### src/rtl/toy_mem_arbiter_if.sv
// Requester command/response channels and memory-side pins shared by toy_mem_arbiter.
// The stat counter buses exist only when TOY_MEM_ARB_STAT_EN is defined.
interface toy_mem_arbiter_if #(
  parameter int NUM_REQ    = 2,
  parameter int ADDR_WIDTH = 32,
  parameter int DATA_WIDTH = 32
);
  logic [NUM_REQ-1:0]            req_vld;
  logic [NUM_REQ-1:0]            req_rdy;
  logic [NUM_REQ-1:0]            req_wr_en;
  logic [NUM_REQ*ADDR_WIDTH-1:0] req_addr;
  logic [NUM_REQ*DATA_WIDTH-1:0] req_wr_data;
  logic [NUM_REQ-1:0]            resp_vld;
  logic [NUM_REQ-1:0]            resp_rdy;
  logic [DATA_WIDTH-1:0]         resp_data;
  logic                          mem_en;
  logic                          mem_wr_en;
  logic [ADDR_WIDTH-1:0]         mem_addr;
  logic [DATA_WIDTH-1:0]         mem_wr_data;
  logic [DATA_WIDTH-1:0]         mem_rd_data;
`ifdef TOY_MEM_ARB_STAT_EN
  logic [NUM_REQ*32-1:0]         stat_rd_cnt;
  logic [NUM_REQ*32-1:0]         stat_wr_cnt;

  modport slave (
    input  req_vld, req_wr_en, req_addr, req_wr_data, resp_rdy, mem_rd_data,
    output req_rdy, resp_vld, resp_data, mem_en, mem_wr_en, mem_addr, mem_wr_data,
    output stat_rd_cnt, stat_wr_cnt
  );

  modport master (
    output req_vld, req_wr_en, req_addr, req_wr_data, resp_rdy, mem_rd_data,
    input  req_rdy, resp_vld, resp_data, mem_en, mem_wr_en, mem_addr, mem_wr_data,
    input  stat_rd_cnt, stat_wr_cnt
  );
`else
  modport slave (
    input  req_vld, req_wr_en, req_addr, req_wr_data, resp_rdy, mem_rd_data,
    output req_rdy, resp_vld, resp_data, mem_en, mem_wr_en, mem_addr, mem_wr_data
  );

  modport master (
    output req_vld, req_wr_en, req_addr, req_wr_data, resp_rdy, mem_rd_data,
    input  req_rdy, resp_vld, resp_data, mem_en, mem_wr_en, mem_addr, mem_wr_data
  );
`endif
endinterface

### src/rtl/toy_mem_arbiter.sv
// Round-robin arbiter sharing one single-port memory among NUM_REQ requesters, one access in flight.
// Optional per-requester saturating read/write counters under TOY_MEM_ARB_STAT_EN.
module toy_mem_arbiter #(
  parameter int NUM_REQ    = 2,
  parameter int ADDR_WIDTH = 32,
  parameter int DATA_WIDTH = 32
) (
  input  logic               clk,
  input  logic               rst,
  toy_mem_arbiter_if.slave   bus
);

  localparam int IDX_W = (NUM_REQ > 1) ? $clog2(NUM_REQ) : 1;

  typedef enum logic [1:0] {IDLE, ISSUE, WAIT, RESP} state_t;

  state_t           state;
  logic [IDX_W-1:0] ptr;
  logic [IDX_W-1:0] grant;
  logic [IDX_W-1:0] sel_idx;
  logic             sel_found;
  logic [IDX_W:0]   cand;

  // First valid requester at or after the pointer, wrapping at NUM_REQ.
  always_comb begin
    sel_found = 1'b0;
    sel_idx   = '0;
    cand      = '0;
    for (int k = 0; k < NUM_REQ; k++) begin
      cand = {1'b0, ptr} + (IDX_W+1)'(k);
      if (cand >= (IDX_W+1)'(NUM_REQ))
        cand = cand - (IDX_W+1)'(NUM_REQ);
      if (!sel_found && bus.req_vld[cand[IDX_W-1:0]]) begin
        sel_found = 1'b1;
        sel_idx   = cand[IDX_W-1:0];
      end
    end
  end

  always_comb begin
    bus.req_rdy = '0;
    if (!rst && state == IDLE && sel_found)
      bus.req_rdy[sel_idx] = 1'b1;
  end

  always_ff @(posedge clk or posedge rst) begin
    if (rst) begin
      state           <= IDLE;
      ptr             <= '0;
      grant           <= '0;
      bus.mem_en      <= 1'b0;
      bus.mem_wr_en   <= 1'b0;
      bus.mem_addr    <= '0;
      bus.mem_wr_data <= '0;
      bus.resp_vld    <= '0;
      bus.resp_data   <= '0;
    end else begin
      case (state)
        IDLE: begin
          if (sel_found) begin
            grant           <= sel_idx;
            ptr             <= (sel_idx == IDX_W'(NUM_REQ-1)) ? '0 : sel_idx + 1'b1;
            bus.mem_en      <= 1'b1;
            bus.mem_wr_en   <= bus.req_wr_en[sel_idx];
            bus.mem_addr    <= bus.req_addr[sel_idx*ADDR_WIDTH +: ADDR_WIDTH];
            bus.mem_wr_data <= bus.req_wr_data[sel_idx*DATA_WIDTH +: DATA_WIDTH];
            state           <= ISSUE;
          end
        end
        ISSUE: begin
          bus.mem_en <= 1'b0;
          state      <= bus.mem_wr_en ? IDLE : WAIT;
        end
        WAIT: begin
          // rd_data settled at the edge that ended ISSUE, so it is safe to sample here.
          bus.resp_data <= bus.mem_rd_data;
          bus.resp_vld  <= NUM_REQ'(1) << grant;
          state         <= RESP;
        end
        RESP: begin
          if (bus.resp_rdy[grant]) begin
            bus.resp_vld <= '0;
            state        <= IDLE;
          end
        end
        default: state <= IDLE;
      endcase
    end
  end

`ifdef TOY_MEM_ARB_STAT_EN
  logic [31:0] rd_cnt [NUM_REQ];
  logic [31:0] wr_cnt [NUM_REQ];

  always_ff @(posedge clk or posedge rst) begin
    if (rst) begin
      for (int i = 0; i < NUM_REQ; i++) begin
        rd_cnt[i] <= '0;
        wr_cnt[i] <= '0;
      end
    end else if (state == ISSUE) begin
      if (bus.mem_wr_en) begin
        if (wr_cnt[grant] != '1)
          wr_cnt[grant] <= wr_cnt[grant] + 32'd1;
      end else begin
        if (rd_cnt[grant] != '1)
          rd_cnt[grant] <= rd_cnt[grant] + 32'd1;
      end
    end
  end

  for (genvar g = 0; g < NUM_REQ; g++) begin : g_stat
    assign bus.stat_rd_cnt[g*32 +: 32] = rd_cnt[g];
    assign bus.stat_wr_cnt[g*32 +: 32] = wr_cnt[g];
  end

`ifdef DEBUG
  always @(posedge clk) begin
    if (!rst && state == ISSUE)
      $display("[ARB][%s] req=%0d addr=%h", bus.mem_wr_en ? "wr" : "rd", grant, bus.mem_addr);
  end
`endif
`endif

endmodule

### src/flat_wrapper.sv
// flat-port wrapper written by rule: the top's interface ports become plain ports
module toy_mem_arbiter_flat 
#(
  parameter int NUM_REQ    = 2,
  parameter int ADDR_WIDTH = 32,
  parameter int DATA_WIDTH = 32
)
  (clk, rst, bus_req_vld, bus_req_wr_en, bus_req_addr, bus_req_wr_data, bus_resp_rdy, bus_mem_rd_data, bus_req_rdy, bus_resp_vld, bus_resp_data, bus_mem_en, bus_mem_wr_en, bus_mem_addr, bus_mem_wr_data);
  toy_mem_arbiter_if #(.NUM_REQ(NUM_REQ), .ADDR_WIDTH(ADDR_WIDTH), .DATA_WIDTH(DATA_WIDTH)) bus_i ();
  input  logic clk;
  input  logic rst;
  input wire logic [$bits(bus_i.req_vld)-1:0] bus_req_vld;
  input wire logic [$bits(bus_i.req_wr_en)-1:0] bus_req_wr_en;
  input wire logic [$bits(bus_i.req_addr)-1:0] bus_req_addr;
  input wire logic [$bits(bus_i.req_wr_data)-1:0] bus_req_wr_data;
  input wire logic [$bits(bus_i.resp_rdy)-1:0] bus_resp_rdy;
  input wire logic [$bits(bus_i.mem_rd_data)-1:0] bus_mem_rd_data;
  output wire logic [$bits(bus_i.req_rdy)-1:0] bus_req_rdy;
  output wire logic [$bits(bus_i.resp_vld)-1:0] bus_resp_vld;
  output wire logic [$bits(bus_i.resp_data)-1:0] bus_resp_data;
  output wire logic [$bits(bus_i.mem_en)-1:0] bus_mem_en;
  output wire logic [$bits(bus_i.mem_wr_en)-1:0] bus_mem_wr_en;
  output wire logic [$bits(bus_i.mem_addr)-1:0] bus_mem_addr;
  output wire logic [$bits(bus_i.mem_wr_data)-1:0] bus_mem_wr_data;
  assign bus_i.req_vld = bus_req_vld;
  assign bus_i.req_wr_en = bus_req_wr_en;
  assign bus_i.req_addr = bus_req_addr;
  assign bus_i.req_wr_data = bus_req_wr_data;
  assign bus_i.resp_rdy = bus_resp_rdy;
  assign bus_i.mem_rd_data = bus_mem_rd_data;
  assign bus_req_rdy = bus_i.req_rdy;
  assign bus_resp_vld = bus_i.resp_vld;
  assign bus_resp_data = bus_i.resp_data;
  assign bus_mem_en = bus_i.mem_en;
  assign bus_mem_wr_en = bus_i.mem_wr_en;
  assign bus_mem_addr = bus_i.mem_addr;
  assign bus_mem_wr_data = bus_i.mem_wr_data;
  toy_mem_arbiter #(.NUM_REQ(NUM_REQ), .ADDR_WIDTH(ADDR_WIDTH), .DATA_WIDTH(DATA_WIDTH)) u_core (.clk(clk), .rst(rst), .bus(bus_i));
endmodule
### config.mk
export PLATFORM = sky130hd
export DESIGN_NAME = toy_mem_arbiter_flat
export DESIGN_NICKNAME = d
export VERILOG_FILES = /design/src/rtl/toy_mem_arbiter_if.sv /design/src/rtl/toy_mem_arbiter.sv /design/src/flat_wrapper.sv
export SDC_FILE = /design/constraint.sdc
export NUM_CORES = 1
export LEC_CHECK = 0
export ABC_AREA = 1
export BUFFER_PORTS_ARGS = -buffer_cell sky130_fd_sc_hd__buf_2
export CORE_ASPECT_RATIO = 1.2
export CORE_MARGIN = 8
export CORE_UTILIZATION = 40
export DETAILED_ROUTE_END_ITERATION = 6
export PLACE_DENSITY = 0.74
export SYNTH_ARGS = -nofsm -noshare
export SYNTH_HDL_FRONTEND = slang
export SYNTH_SLANG_ARGS = --single-unit
### constraint.sdc
create_clock -name clk -period 4.7 [get_ports clk]
set_input_delay 0.235 -clock clk [delete_from_list [all_inputs] [get_ports clk]]
set_output_delay 0.235 -clock clk [all_outputs]
set_load 0.02 [all_outputs]
==> metrics.yaml <==
status: "finished with violations"
violations: "negative hold slack"
grtUsageTotal: 0.208
syn_area_um2: 4670
syn_inst: 546
cts_buffers: 9
worstRegToRegCells: 6
crit_family: "simple AND/OR/NAND/NOR gates"
clkTransAtPathRegs_ns: 0.07
first_iter_violations: 380
wl_per_cell_um: 17.4
async_flop_share: 1.00
ir_drop_mv: 0.274
synth_top_area_frac: 0.557
yosys_warnings: 0
core-area_um2: 11500
ioPinCount: 270
cpPeakStageDelay_ns: 0.59
routed-via-count: 4965
grt_pass1_vias: 4983
worst_pin_slew_ns: 0.753
drive_above_1_share: 0.384
crit_required_ns: 4.47
die_area_um2: 15400
ys_types: 18
fp-row-count: 43
utilization: 0.552
fin_crit_sh: 0.591
dp_hpwl_um: 11700
start_util: 0.408
relSlewSlack: 0.498
die_x_um: 115
vias_per_cell: 5.24
ys_top_cells_by_count: "nand2_1 (177), nand3_1 (132), dfrtp_1 (104), nand4_1 (66), clkbuf_1 (18)"
io_buffers: 269
ys.flop_type: "dfrtp_1"
ys_ff_latch: 104
drc: 0
synth.area.top_cells: "dfrtp_1 (56%), nand2_1 (14%), nand3_1 (14%), nand4_1 (8.8%), buf_2 (1.7%)"
nFillCells: 1109
path_class: "reg2out"
wl_um: 16500
synth_seq_area_share: 0.557
setup-tns-final_ns: 0
rsz0062_at_grt: "no"
antenna_found_initial: 1
clk_latency_ns: 0.34
clock-sinks: 104
cts-root-buf: "clkbuf_16"
yosys.area.top_type: "dfrtp_1"
hold_viol_final: 16
grt_max_degree: 67
grt_pass1_wl_um: 25600
path_buf_inv: 2
cp_cell_sequence: "nor2_4 -> buf_4 -> nand2_2 -> nor3_2 -> buf_2"
holdWs_ns: -0.00614
post-cts-setup-buffers: 0
fmax_mhz: 360
firstDrtPassIters: 5
antenna_left: 0
cp-end-kind: "primary output"
fp.dieH_um: 134
synth-edff-count: 0
gp_congestion: 0.789
ctsHoldBuffers: 0
syn_to_final_growth_pct: 35.4
finClkSkew_ns: 0.00869
final_nets: 953
drv_cap: 0
rr_endpoint: "u_core.bus.mem_wr_data[12]$_DFFE_PP0P_"
clockBufferDepth: 2
leakagePower_nw: 3.46
diodes: 0
min_path_type: "in2async"
synth_nets: 714
cts_htree_levels: 3
critPathLaunchType: "register"
overflow: 0
setup_viol: 0
cp.arrival_ns: 2.54
post-synth-top-count-cell: "nand2_1"
fin_crit_ns: 2.78
synth.avg_cell_area_um2: 8.55
ctsResizeCount: 0
ff2ff_setup_slack_ns: 2.11
cp_slowest_cell: "nand2_2"
maxSlewViolCount: 0
cts_tree: "built"
p_per_area_nw_per_um2: 715
path_max_fanout: 66
## state kept, by name (all words and copies together), names as in the netlist, named ones only
name	count
u_core.bus.mem_wr_en	1
u_core.bus.resp_data	32
u_core.ptr	1
u_core.bus.resp_vld	2
u_core.state	1
u_core.bus.mem_wr_data	32
u_core.bus.mem_addr	32
u_core.bus.mem_en	1
u_core.grant	1
## per-layer routing
layer / vias up / global-route usage / wire length [um]
met5: - / 0 / 14
met4: 2 / 0.0838 / 434
met3: 33 / 0.0674 / 1690
met2: 282 / 0.334 / 7890
met1: 2296 / 0.252 / 6470
li1: 2352 / - / -
## placed cells by master (no fill, tap or decap)
master and count:
nand3_1 132, nand2_1 175, clkinv_2 1, buf_2 269, buf_4 7, nand3b_1 1, nand2_2 4, nand4_1 66
clkinvlp_4 1, clkbuf_8 1, clkbuf_1 2, inv_2 5, nor2_4 2, inv_1 1, dfrtp_1 104, nor3_2 1
clkbuf_16 9, o21ai_1 2, inv_4 1, o21ai_0 2, clkinv_4 2, nor2_1 2
## report_power, final
group | switching [mW] | internal (mW)
Combinational | 1.54 | 0.698
Clock | 0.320 | 0.376
Sequential | 0.253 | 1.34
## worst max-delay path by stage
stage	startpoint	end	slack, ns	depth (start not counted)
after floorplan	rst	async pin	1.73	1
after global placement	bus_req_vld[1]	u_core.bus.mem_addr[23]$_DFFE_PP0P_	2.19	6
after detailed placement	register	u_core.bus.mem_wr_data[6]$_DFFE_PP0P_	2.13	6
after CTS	register	bus_req_rdy[1]	1.89	5
after global routing	register	bus_req_rdy[1]	1.69	5
final	register	bus_req_rdy[1]	1.92	5
## stage by stage
step	hold slack (ns)	cells	worst slack, ns	area [um^2]	power, mW
finish	-0.00614	947	1.92	6330	4.52
CTS	0.00617	947	1.89	6330	4.57
detailed placement	0.372	931	2.13	6050	3.86
floorplan	0.345	546	1.73	4670	3.08
global route	0.0366	947	1.69	6330	4.85
global placement	0.369	931	2.19	6050	3.81
## layout make-up
| class | count | area [um^2] | area share |
|---|---|---|---|
| repair buffers | 276 | 1400 | 0.221 |
| clock inverters | 4 | 30.0 | 0.00475 |
| multi-input cells | 387 | 1820 | 0.288 |
| well taps | 157 | 196 | 0.0311 |
| flip-flops and latches | 104 | 2600 | 0.411 |
| clock buffers | 12 | 246 | 0.0390 |
| inverters | 7 | 28.8 | 0.00455 |
## cells by family after synthesis
family,Yosys count,synth area share
AND/OR/NAND/NOR,383,0.383
buffers and inverters,55,0.0557
flip-flops,104,0.557
AO/OA/AOI/OAI,4,0.00429
Power figures use the tool's default switching activity.
